--- src/rtl/hl_pkg.sv ---
// ---------------------------------------------------------------------------
// hl_pkg
//   Shared definitions for the input-channel controller in front of dec_hl.
//   - Flit type codes (low two bits of every flit).
//   - Head flit field offsets: um_type, src_pos, uni_dst, mult_dst.
//   - U-mesh state codes and multicast-table enable codes returned by dec_hl.
//   - Controller FSM state encoding.
// ---------------------------------------------------------------------------
package hl_pkg;

    // Head flit layout, LSB first:
    //   [1:0]   flit type
    //   [2]     um_type (1 = multicast)
    //   [4:3]   src_pos
    //   [9:5]   uni_dst
    //   [29:10] mult_dst
    //   [FLITW-1:30] payload
    localparam int FT_LSB       = 0;
    localparam int FT_W         = 2;
    localparam int UM_TYPE_BIT  = 2;
    localparam int SRC_POS_LSB  = 3;
    localparam int SRC_POS_W    = 2;
    localparam int UNI_DST_LSB  = 5;
    localparam int UNI_DST_W    = 5;
    localparam int MULT_DST_LSB = 10;
    localparam int MULT_DST_W   = 20;

    typedef enum logic [1:0] {
        FT_BODY     = 2'd0,
        FT_HEAD     = 2'd1,
        FT_TAIL     = 2'd2,
        FT_HEADTAIL = 2'd3
    } flit_type_e;

    typedef enum logic [1:0] {
        UMESH_NONE     = 2'd0,
        UMESH_MULT_ROW = 2'd1,
        UMESH_MULT_COL = 2'd2,
        UMESH_MULT_ALL = 2'd3
    } umesh_state_e;

    typedef enum logic [1:0] {
        UNICAST = 2'd0,
        MULTFWD = 2'd1,
        MULTABS = 2'd2
    } multab_en_e;

    typedef enum logic [1:0] {
        ST_IDLE   = 2'd0,
        ST_ROUTE  = 2'd1,
        ST_SEND   = 2'd2,
        ST_REWIND = 2'd3
    } ib_state_e;

    function automatic logic is_head(input logic [1:0] ft);
        return (ft == FT_HEAD) || (ft == FT_HEADTAIL);
    endfunction

    function automatic logic is_tail(input logic [1:0] ft);
        return (ft == FT_TAIL) || (ft == FT_HEADTAIL);
    endfunction

endpackage

--- src/rtl/ib_replay_buf.sv ---
// ---------------------------------------------------------------------------
// ib_replay_buf
//   DEPTH x FLITW flit store with three pointers so a packet can be read
//   more than once before its slots are released.
//     wr_ptr   : next slot to write
//     rd_ptr   : next slot to present (moves back on rewind)
//     free_ptr : oldest slot still owned by an unfinished packet
//   Pointers carry one extra wrap bit; occupancy = wr_ptr - free_ptr.
// Ports
//   clk, rst        clock, asynchronous active-high reset
//   wr_en, wr_data  write request (ignored when full)
//   rd_inc          advance rd_ptr (flit consumed)
//   mark            remember rd_ptr as packet start
//   rewind          rd_ptr <= packet start
//   drop            discard flit at rd_ptr (rd_ptr and free_ptr advance)
//   commit          release slots up to the post-increment rd_ptr
//   rd_data         flit at rd_ptr (combinational read)
//   rd_avail        flit at rd_ptr has been written
//   not_full        free slots > 0, from registered pointers
// ---------------------------------------------------------------------------
module ib_replay_buf #(
    parameter int DEPTH = 8,
    parameter int FLITW = 64
) (
    input  logic             clk,
    input  logic             rst,
    input  logic             wr_en,
    input  logic [FLITW-1:0] wr_data,
    input  logic             rd_inc,
    input  logic             mark,
    input  logic             rewind,
    input  logic             drop,
    input  logic             commit,
    output logic [FLITW-1:0] rd_data,
    output logic             rd_avail,
    output logic             not_full
);

    localparam int AW = $clog2(DEPTH);
    localparam int PW = AW + 1;
    localparam logic [PW-1:0] PTR_ONE  = PW'(1);
    localparam logic [PW-1:0] PTR_FULL = PW'(DEPTH);

    logic [FLITW-1:0] mem [DEPTH];

    logic [PW-1:0] wr_ptr_reg;
    logic [PW-1:0] rd_ptr_reg;
    logic [PW-1:0] free_ptr_reg;
    logic [PW-1:0] start_ptr_reg;
    logic [PW-1:0] rd_ptr_next;
    logic [PW-1:0] occ;
    logic          do_write;

    assign occ      = wr_ptr_reg - free_ptr_reg;
    assign not_full = (occ != PTR_FULL);
    assign rd_avail = (rd_ptr_reg != wr_ptr_reg);
    assign do_write = wr_en && not_full;

    // Read is combinational so the FSM can inspect the flit type in the
    // same cycle it becomes visible; this keeps the head-to-ROUTE latency
    // at two cycles and lets a rewind re-present the head immediately.
    assign rd_data = mem[rd_ptr_reg[AW-1:0]];

    always_comb begin
        rd_ptr_next = rd_ptr_reg;
        if (rewind) begin
            rd_ptr_next = start_ptr_reg;
        end else if (rd_inc || drop) begin
            rd_ptr_next = rd_ptr_reg + PTR_ONE;
        end
    end

    always_ff @(posedge clk or posedge rst) begin
        if (rst) begin
            wr_ptr_reg    <= '0;
            rd_ptr_reg    <= '0;
            free_ptr_reg  <= '0;
            start_ptr_reg <= '0;
        end else begin
            if (do_write) begin
                wr_ptr_reg <= wr_ptr_reg + PTR_ONE;
            end
            rd_ptr_reg <= rd_ptr_next;
            if (mark) begin
                start_ptr_reg <= rd_ptr_reg;
            end
            // Commit coincides with the tail being consumed, so the release
            // point is the already-advanced read pointer.
            if (drop || commit) begin
                free_ptr_reg <= rd_ptr_next;
            end
        end
    end

    // Storage has no reset; stale contents are unreachable once pointers clear.
    always_ff @(posedge clk) begin
        if (do_write) begin
            mem[wr_ptr_reg[AW-1:0]] <= wr_data;
        end
    end

endmodule

--- src/rtl/ib_mcast_split.sv ---
// ---------------------------------------------------------------------------
// ib_mcast_split
//   Input-channel controller in front of dec_hl. Buffers flits, presents the
//   head's route fields to dec_hl for one ROUTE cycle, latches the decision
//   and streams the packet out. A U-mesh multicast with a non-zero doc_remain
//   is replayed from the buffer with the head's mult_dst replaced by the
//   remainder; buffer slots are released only after the last copy leaves.
// Optional feature: define MCAST_SPLIT_STATS_EN to add split_cnt[15:0],
//   a saturating count of replays (REWIND entries).
// Ports
//   clk, rst                    clock, asynchronous active-high reset
//   in_flit/in_valid/in_ready   upstream flit interface
//   dec_um_type/uni_dst/mult_dst/src_pos   route fields to dec_hl (ROUTE only)
//   dec_port/doc_send/doc_remain/umesh_state/multab_en   dec_hl decision
//   out_flit/out_valid/out_ready            flit to switch
//   out_port, out_multab_en                 latched decision for current copy
// ---------------------------------------------------------------------------
module ib_mcast_split
    import hl_pkg::*;
#(
    parameter int DEPTH   = 8,
    parameter int FLITW   = 64,
    parameter int MY_XPOS = 0,
    parameter int MY_YPOS = 0
) (
    input  logic             clk,
    input  logic             rst,
`ifdef MCAST_SPLIT_STATS_EN
    output logic [15:0]      split_cnt,
`endif
    input  logic [FLITW-1:0] in_flit,
    input  logic             in_valid,
    output logic             in_ready,
    output logic             dec_um_type,
    output logic [4:0]       dec_uni_dst,
    output logic [19:0]      dec_mult_dst,
    output logic [1:0]       dec_src_pos,
    input  logic [2:0]       dec_port,
    input  logic [19:0]      dec_doc_send,
    input  logic [19:0]      dec_doc_remain,
    input  logic [1:0]       dec_umesh_state,
    input  logic [1:0]       dec_multab_en,
    output logic [FLITW-1:0] out_flit,
    output logic             out_valid,
    input  logic             out_ready,
    output logic [2:0]       out_port,
    output logic [1:0]       out_multab_en
);

    // The router position is consumed by dec_hl; here it is only range-checked.
    if (DEPTH < 4 || (DEPTH & (DEPTH - 1)) != 0 || FLITW < 30 ||
        MY_XPOS < 0 || MY_YPOS < 0) begin : g_bad_cfg
        $error("ib_mcast_split: illegal parameter set");
    end

    ib_state_e        state_reg, state_next;
    logic [19:0]      cur_mdst_reg;
    logic [2:0]       port_reg;
    logic [1:0]       multab_reg;
    logic [19:0]      doc_send_reg;
    logic [19:0]      doc_remain_reg;
    logic [1:0]       umesh_reg;
    logic             mcast_reg;

    logic [FLITW-1:0] rd_data;
    logic             rd_avail;
    logic             rd_inc, mark, rewind, drop, commit;
    logic [1:0]       rd_type;

    assign rd_type = rd_data[FT_LSB +: FT_W];

    ib_replay_buf #(
        .DEPTH (DEPTH),
        .FLITW (FLITW)
    ) u_buf (
        .clk      (clk),
        .rst      (rst),
        .wr_en    (in_valid),
        .wr_data  (in_flit),
        .rd_inc   (rd_inc),
        .mark     (mark),
        .rewind   (rewind),
        .drop     (drop),
        .commit   (commit),
        .rd_data  (rd_data),
        .rd_avail (rd_avail),
        .not_full (in_ready)
    );

    always_comb begin
        state_next   = state_reg;
        rd_inc       = 1'b0;
        mark         = 1'b0;
        rewind       = 1'b0;
        drop         = 1'b0;
        commit       = 1'b0;
        out_valid    = 1'b0;
        dec_um_type  = 1'b0;
        dec_uni_dst  = '0;
        dec_mult_dst = '0;
        dec_src_pos  = '0;
        unique case (state_reg)
            ST_IDLE: begin
                if (rd_avail) begin
                    if (is_head(rd_type)) begin
                        mark       = 1'b1;
                        state_next = ST_ROUTE;
                    end else begin
                        // Orphan body/tail: discard to resynchronise.
                        drop = 1'b1;
                    end
                end
            end
            ST_ROUTE: begin
                // rd_ptr still sits on the head here.
                dec_um_type  = rd_data[UM_TYPE_BIT];
                dec_uni_dst  = rd_data[UNI_DST_LSB +: UNI_DST_W];
                dec_src_pos  = rd_data[SRC_POS_LSB +: SRC_POS_W];
                dec_mult_dst = cur_mdst_reg;
                state_next   = ST_SEND;
            end
            ST_SEND: begin
                out_valid = rd_avail;
                if (rd_avail && out_ready) begin
                    rd_inc = 1'b1;
                    if (is_tail(rd_type)) begin
                        if (mcast_reg && (umesh_reg != UMESH_MULT_ROW) &&
                            (doc_remain_reg != '0)) begin
                            state_next = ST_REWIND;
                        end else begin
                            commit     = 1'b1;
                            state_next = ST_IDLE;
                        end
                    end
                end
            end
            ST_REWIND: begin
                rewind     = 1'b1;
                state_next = ST_ROUTE;
            end
            default: state_next = ST_IDLE;
        endcase
    end

    // Only the head of a multicast copy carries the per-copy destination set.
    always_comb begin
        out_flit = rd_data;
        if (mcast_reg && is_head(rd_type)) begin
            out_flit[MULT_DST_LSB +: MULT_DST_W] = doc_send_reg;
        end
    end

    assign out_port      = port_reg;
    assign out_multab_en = multab_reg;

    always_ff @(posedge clk or posedge rst) begin
        if (rst) begin
            state_reg      <= ST_IDLE;
            cur_mdst_reg   <= '0;
            port_reg       <= '0;
            multab_reg     <= UNICAST;
            doc_send_reg   <= '0;
            doc_remain_reg <= '0;
            umesh_reg      <= UMESH_NONE;
            mcast_reg      <= 1'b0;
        end else begin
            state_reg <= state_next;
            if (mark) begin
                cur_mdst_reg <= rd_data[MULT_DST_LSB +: MULT_DST_W];
            end else if (rewind) begin
                cur_mdst_reg <= doc_remain_reg;
            end
            if (state_reg == ST_ROUTE) begin
                port_reg       <= dec_port;
                multab_reg     <= dec_multab_en;
                doc_send_reg   <= dec_doc_send;
                doc_remain_reg <= dec_doc_remain;
                umesh_reg      <= dec_umesh_state;
                mcast_reg      <= rd_data[UM_TYPE_BIT];
            end
        end
    end

`ifdef MCAST_SPLIT_STATS_EN
    logic [15:0] split_cnt_reg;

    always_ff @(posedge clk or posedge rst) begin
        if (rst) begin
            split_cnt_reg <= '0;
        end else if (state_reg == ST_REWIND && split_cnt_reg != 16'hFFFF) begin
            split_cnt_reg <= split_cnt_reg + 16'd1;
        end
    end

    assign split_cnt = split_cnt_reg;
`endif

endmodule

--- config.mk ---
export PLATFORM = sky130hd
export DESIGN_NAME = ib_mcast_split
export DESIGN_NICKNAME = d
export VERILOG_FILES = /design/src/rtl/hl_pkg.sv /design/src/rtl/ib_replay_buf.sv /design/src/rtl/ib_mcast_split.sv
export SDC_FILE = /design/constraint.sdc
export NUM_CORES = 1
export LEC_CHECK = 0
export CAP_MARGIN = 30
export CORE_MARGIN = 3
export CORE_UTILIZATION = 56
export CTS_CLUSTER_SIZE = 30
export DETAILED_ROUTE_END_ITERATION = 16
export GPL_TIMING_DRIVEN = 0
export PLACE_DENSITY = 0.78
export SYNTH_ARGS = -nofsm -noshare
export SYNTH_HDL_FRONTEND = slang
export SYNTH_SLANG_ARGS = --single-unit
--- constraint.sdc ---
create_clock -name clk -period 10.8 [get_ports clk]
set_clock_uncertainty 0.05 [all_clocks]
set_input_delay 1.08 -clock clk [delete_from_list [all_inputs] [get_ports clk]]
set_output_delay 1.08 -clock clk [all_outputs]
set_load 0.005 [all_outputs]
==> key figures, run 1 <==
Status
  • Outcome: finished, final reports clean

Setup path
  • Crit-path cells: buf_2 > buf_2 > buf_1 > mux4_2 > mux2i_1 > a21oi_1 > clkdlybuf4s50_1
  • Worst Path Buf+Inv: 4
  • Worst-path maximum fanout: 10
  • Crit path max-delay cell type: buf_1
  • Crit path required time: 9.67 ns
  • Crit-path leading delay family: buffers and inverters
  • RR Endpoint: u_buf.mem[0][39]
  • R2r worst-path depth: 10
  • Type of origin of the critical path: flip-flop
  • Worst setup path startpoint: u_buf.rd_ptr_reg[1]
  • R2R Path Start: u_buf.wr_ptr_reg[1]
  • Worst reg-to-reg setup slack: 6.87 ns
  • Crit-path max cell delay: 0.63 ns
  • Worst Setup End Kind: output pin
  • Arrival @ worst endpoint: 3.86 ns
  • Most used cell, CP: buf_2
  • Worst setup path class: flip-flop to output pin

Cells and area
  • Layout cells sized above 1: 26.9%
  • Final std cells w/o fill: 2,015
  • Area Growth Syn to Fin: 22.6%
  • Final design utilization: 69.9%
  • Fill count: 2,542
  • Final net count: 1,556
  • Max reg flops: 512

Clock tree
  • TritonCTS buffer count: 58
  • Maximum buffer depth of the clock tree: 3
  • Worst skew pair latency: 0.61 ns
  • Clock root cell: clkbuf_16
  • Post_cts resized: 0
  • Post-CTS Setup Bufs: 0
  • H-Tree Depth: 2
  • # hold bufs at CTS: 0
  • Clk sinks: 598
  • CTS tree: yes
  • Clock transition at the registers of the reported paths: 0.06 ns

Global route
  • Top Usage Layer GRT: met2
  • Routing usage on met1: 31.4%
  • Number of global-route vias before repair: 12,900
  • Global-route wire length before repair: 78,700 um
  • M2 GR Usage: 40.0%
  • Tot GR Track Use: 23.9%
  • Met3 usage: 5.85%
  • Initial antenna violation count: 5
  • Largest net degree at the start of global routing: 67
  • Grt total ovfl: 0

STA
  • Unrepaired setup endpoints after global routing: false
  • Slew HR: 36.9%
  • F_max: 0.201 GHz
  • Hold Fails Final Rpt: 0
  • Worst-Margin Slew: 0.947 ns
  • Max-slew violations: 0
  • Final setup vio count: 0
  • Sum of negative setup slack: 0 ns
  • Final WS setup: 5.81 ns
  • Period utilisation layout: 46.2%
  • Clock period minus worst slack: 4.99 ns

Die
  • # IOs: 214
  • Die height: 211 um
  • Starting Density: 57.0%
  • Die Area: 0.0443 mm^2
  • Rows: 74
  • Die W: 211 um
  • Core region area: 0.0411 mm^2

Route
  • DR pass1 iterations: 5
  • DR iter-0 viols: 1,020
  • Drt drc: 0
  • Via count: 12,000
  • Antenna Nets Post-Route: 0
  • DR vias/cell: 5.94
  • Final wirelength: 51,900 um
  • Routed wire per std cell: 25.7 um

Synth
  • Seq/Total Area, Yosys: 74.8%
  • Cell taking the most area after synthesis: edfxtp_1
  • Post-synth net total: 1,253
  • Synth Cell Area: 0.0234 mm^2
  • Register bit total from synthesis: 598
  • Cells after Synth: 1,129
  • Commonest cells post-synth: edfxtp_1, mux4_2, mux2_2
  • Area contributors post-synth: edfxtp_1, mux4_2, dfrtp_1
  • Share of the synthesized area in the top cell type: 65.6%
  • Unique masters post-synth: 45
  • Synth Warn #: 0
  • Dominant synthesized flop cell: edfxtp_1
  • Post-synth EDFFs: 512
  • Post-synth ARST share: 14.4%
  • Avg Inst Size Synth: 20.8 um^2
  • Top-count cell post-synth: edfxtp_1

Power
  • Leak Pwr: 9.70 nW
  • Power Density: 292 mW/mm^2
  • Max VDD drop: 192 uV

Placed design
  • Gpl congestion: 0.796
  • Placed cell count: 1,904
  • Post-place setup slack: 6.43 ns
  • Placed wire-length estimate: 33,700 um
  • Port Buffers: 213

Hold path
  • HP Class: flip-flop to flip-flop
  • Hold path depth: 2
  • HP Start: u_buf.start_ptr_reg[1]
  • Min-Delay Endpoint: u_buf.start_ptr_reg[1]

Run
  • Max-cap check violation count: 0
[where the power goes]
| group | switching, mW | internal, mW |
|---|---|---|
| Sequential | 0.181 | 3.02 |
| Combinational | 1.51 | 1.66 |
| Clock | 0.822 | 1.20 |
[routing by layer]
layer | up-vias | wire length [um]
met5 | - | 29
met4 | 4 | 1300
met3 | 94 | 3910
met2 | 458 | 26200
met1 | 6226 | 20500
li1 | 5179 | -
[cell families (layout without fill, tap and decap cells)]
| family | count (synthesis) | in the layout | share of synthesized area (%) |
|---|---|---|---|
| compound gates | 62 | 62 | 1.59 |
| xor+xnor | 11 | 11 | 0.475 |
| fa+ha+maj | 9 | 9 | 0.480 |
| buf+inv | 67 | 416 | 1.28 |
| flops | 598 | 598 | 74.8 |
| mux | 270 | 270 | 19.1 |
| other cells | 0 | 5 | 0 |
| simple gates | 112 | 112 | 2.33 |
[stage by stage]
stage          hold WS [ns]  power, mW  instance area [um^2]
6_report              0.437       8.39                 28700
5_1_grt               0.465       8.80                 28700
4_1_cts               0.442       8.48                 28700
3_5_place_dp          0.427       6.42                 26800
3_3_place_gp          0.430       6.29                 26200
2_1_floorplan         0.406       5.02                 23400
[worst reg2reg max path, stage by stage, from the launching register on]
cell,delay [ns]
dfrtp_1,0.56
ha_1,0.32
nor2b_1,0.15
o211a_1,0.20
o211ai_1,0.44
nand3_1,0.41
nor3_2,0.66
buf_6,0.27
buf_8,0.17
buf_4,0.22
buf_6,0.20
[worst max path at each step]
stage                        to  slack [ns]  cells past startpoint
3_5_place_dp       out_flit[28]        6.43                      7
6_report           out_flit[28]        5.81                      7
4_1_cts            out_flit[28]        5.73                      7
2_1_floorplan   u_buf.mem[0][0]        4.19                      6
3_3_place_gp   u_buf.mem[1][39]       -0.47                      3
5_1_grt            out_flit[28]        5.65                      7
[cells in the final DEF (no fill, tap or decap), types with 2 or more instances in the layout]
cell	count
a21oi_1	20
a311oi_1	3
and2_1	29
buf_1	9
buf_12	8
buf_16	7
buf_2	29
buf_4	2
buf_6	13
buf_8	2
bufinv_16	9
clkbuf_1	33
clkbuf_16	58
clkdlybuf4s50_1	213
clkinv_1	13
clkinv_2	7
dfrtp_1	86
diode_2	5
edfxtp_1	512
ha_1	9
inv_1	7
inv_4	2
mux2_2	118
mux2i_1	21
mux4_2	128
nand2_1	31
nand2b_1	4
nand3_1	7
nor2_1	22
nor2_4	5
nor2b_1	2
nor3_2	2
nor4_1	6
o211ai_1	2
o21ai_0	25
xnor2_1	9
[area by class of cell]
type | count | area (um^2) | share of cell area (%)
tap | 532 | 666 | 2.32
antenna | 5 | 12.5 | 0.0435
sequential | 598 | 17500 | 61.0
inverter | 9 | 38.8 | 0.135
multi-input combinational | 464 | 5660 | 19.7
buffer | 58 | 265 | 0.923
clock inverter | 33 | 395 | 1.38
clock buffer | 73 | 1510 | 5.25
timing repair buffer | 243 | 2660 | 9.25
Power figures use the tool's default switching activity.
==> run 2: changes to the inputs <==
--- a/config.mk
+++ b/config.mk
@@ -7,11 +7,11 @@
 export LEC_CHECK = 0
 export CAP_MARGIN = 30
 export CORE_MARGIN = 3
-export CORE_UTILIZATION = 56
+export CORE_UTILIZATION = 52
 export CTS_CLUSTER_SIZE = 30
 export DETAILED_ROUTE_END_ITERATION = 16
 export GPL_TIMING_DRIVEN = 0
-export PLACE_DENSITY = 0.78
+export PLACE_DENSITY = 0.76
 export SYNTH_ARGS = -nofsm -noshare
 export SYNTH_HDL_FRONTEND = slang
 export SYNTH_SLANG_ARGS = --single-unit
==> constraint.sdc (replaced) <==
create_clock -name clk -period 4.5 [get_ports clk]
set_clock_uncertainty 0.05 [all_clocks]
set_input_delay 0.45 -clock clk [delete_from_list [all_inputs] [get_ports clk]]
set_output_delay 0.45 -clock clk [all_outputs]
set_load 0.005 [all_outputs]
==> key figures, run 2 (same netlist as run 1, synthesis figures left out) <==
Power
  • Power Density: 700 mW/mm^2
  • Psw: 6.02 mW
  • Sequential Power Share: 37.8%
  • Cell-internal power: 14.2 mW
  • Clock share of power: 24.8%
  • Max VDD drop: 424 uV
  • Leak Pwr: 9.73 nW
  • Sw frac: 29.7%
  • Combinational share of power: 37.4%

Setup path
  • Worst Path Buf+Inv: 4
  • Crit path max-delay cell type: buf_1
  • Crit path required time: 4.00 ns
  • Crit-path cells: buf_2 > buf_1 > buf_2 > mux4_2 > mux2_2 > clkdlybuf4s50_1
  • Worst-path maximum fanout: 10
  • Worst Setup End Kind: output pin
  • Most used cell, CP: buf_2
  • Worst setup path class: flip-flop to output pin
  • Arrival @ worst endpoint: 3.66 ns
  • Type of origin of the critical path: flip-flop
  • Crit-path max cell delay: 0.63 ns
  • Crit-path leading delay family: buffers and inverters

Route
  • Routed wire per std cell: 24.2 um
  • Detail Route met3 WL: 3610 um
  • DR iter-0 viols: 837
  • DR top layer: met5
  • Met2 wire len: 25,000 um
  • Via count: 11,700
  • Drt drc: 0
  • DR vias/cell: 5.66
  • DR pass1 iterations: 5
  • Final wirelength: 50,100 um
  • Wl on met1: 20,500 um
  • Antenna Nets Post-Route: 0

Die
  • Die W: 218 um
  • Core region area: 0.0444 mm^2
  • Die height: 218 um
  • Starting Density: 52.8%
  • Rows: 77
  • # IOs: 214
  • Die Area: 0.0477 mm^2

STA
  • Clock period minus worst slack: 4.16 ns
  • Worst-Margin Slew: 0.957 ns
  • Final setup vio count: 0
  • Hold Fails Final Rpt: 0
  • F_max: 0.240 GHz
  • Unrepaired setup endpoints after global routing: false
  • Slew HR: 36.2%
  • Max-slew violations: 0
  • Final WS setup: 0.337 ns
  • Period utilisation layout: 92.5%

Cells and area
  • Area Growth Syn to Fin: 23.3%
  • Final net count: 1,548
  • Most common cell after layout, fill and taps aside: edfxtp_1
  • Final std cells w/o fill: 2,066
  • Commonest cells after routing, fill and taps aside: edfxtp_1, clkdlybuf4s50_1, mux4_2
  • Fill count: 2,897
  • Layout cells sized above 1: 27.4%
  • Max reg flops: 512

Global route
  • Initial antenna violation count: 5
  • Grt total ovfl: 0
  • Tot GR Track Use: 21.4%
  • Number of global-route vias before repair: 12,400
  • Largest net degree at the start of global routing: 69
  • Global-route wire length before repair: 75,700 um

Placed design
  • Port Buffers: 213
  • Placed cell count: 1,956
  • Post-place setup slack: 0.475 ns
  • Gpl congestion: 0.808
  • Placed wire-length estimate: 32,900 um

Clock tree
  • Maximum buffer depth of the clock tree: 3
  • CTS tree: yes
  • Clock transition at the registers of the reported paths: 0.06 ns
  • Worst skew pair latency: 0.61 ns
  • Clk sinks: 598
  • TritonCTS buffer count: 58
  • Clock root cell: clkbuf_16
  • H-Tree Depth: 2

Status
  • Outcome: finished, final reports clean

Run
  • Max-cap check violation count: 0

Hold path
  • HP Class: primary input to async pin
==> run 2: final cells by class <==
type | count | area (um^2) | area share [%]
tap | 592 | 741 | 2.56
clock buffer | 66 | 1500 | 5.20
sequential | 598 | 17500 | 60.6
buffer | 57 | 263 | 0.909
timing repair buffer | 236 | 2670 | 9.24
clock inverter | 42 | 489 | 1.69
inverter | 9 | 38.8 | 0.134
multi-input combinational | 464 | 5670 | 19.6
antenna | 2 | 5.00 | 0.0173
==> run 2: worst reg2reg max path: stages (launching register included) <==
cell	delay, ns
dfrtp_1	0.60
ha_1	0.32
nor2b_1	0.14
o211a_1	0.20
o211ai_1	0.40
nand3_1	0.42
nor2_4	0.71
buf_12	0.29
buf_12	0.24
==> run 2: metrics by stage <==
stage	area (um^2)	total power [mW]	utilization, %	setup TNS [ns]	hold slack, ns
2_1_floorplan	23500	12.0	-	-128.20	0.406
5_1_grt	28900	21.3	65.1	0	0.108
6_report	28900	20.2	65.1	0	0.0917
4_1_cts	28900	20.5	65.0	0	0.0824
3_5_place_dp	26900	15.4	60.5	0	0.442
3_3_place_gp	26300	15.1	59.3	-1310.66	0.432
==> run 2: metal layers <==
layer,up-vias,track usage (%)
li1,5177,-
met1,6087,28.4
met2,358,36.0
met3,74,5.28
met4,6,5.59
met5,-,0
==> run 2: final timing paths <==
check | start | slack, ns | to | cells past startpoint
worst max-delay path | u_buf.rd_ptr_reg[1] | 0.34 | out_flit[61] | 6
worst min-delay path | rst | 0.09 | u_buf.wr_ptr_reg[2] | 2
worst max register to register | u_buf.wr_ptr_reg[1] | 0.79 | u_buf.mem[4][42] | 8
worst min register to register | u_buf.free_ptr_reg[0] | 0.45 | u_buf.free_ptr_reg[0] | 1
max in group asynchronous | rst | 3.70 | doc_remain_reg[12] | 3
min in group clk | dec_doc_send[14] | 0.40 | doc_send_reg[14] | 2
==> run 2: timing repair <==
item	in CTS	in global routing
setup buffers	0	0
hold endpoints to repair	0	0
endpoints found under the setup margin	1	2
resized for setup	0	3
hold buffers	0	0
==> run 2: power by group through the flow <==
stage	Sequential [mW]	Combinational [mW]	Clock, mW
3_5_place_dp	7.77	7.65	0
4_1_cts	7.66	7.71	5.10
3_3_place_gp	7.83	7.27	0
2_1_floorplan	7.67	4.36	0
6_report	7.65	7.57	5.01
5_1_grt	7.75	8.19	5.31
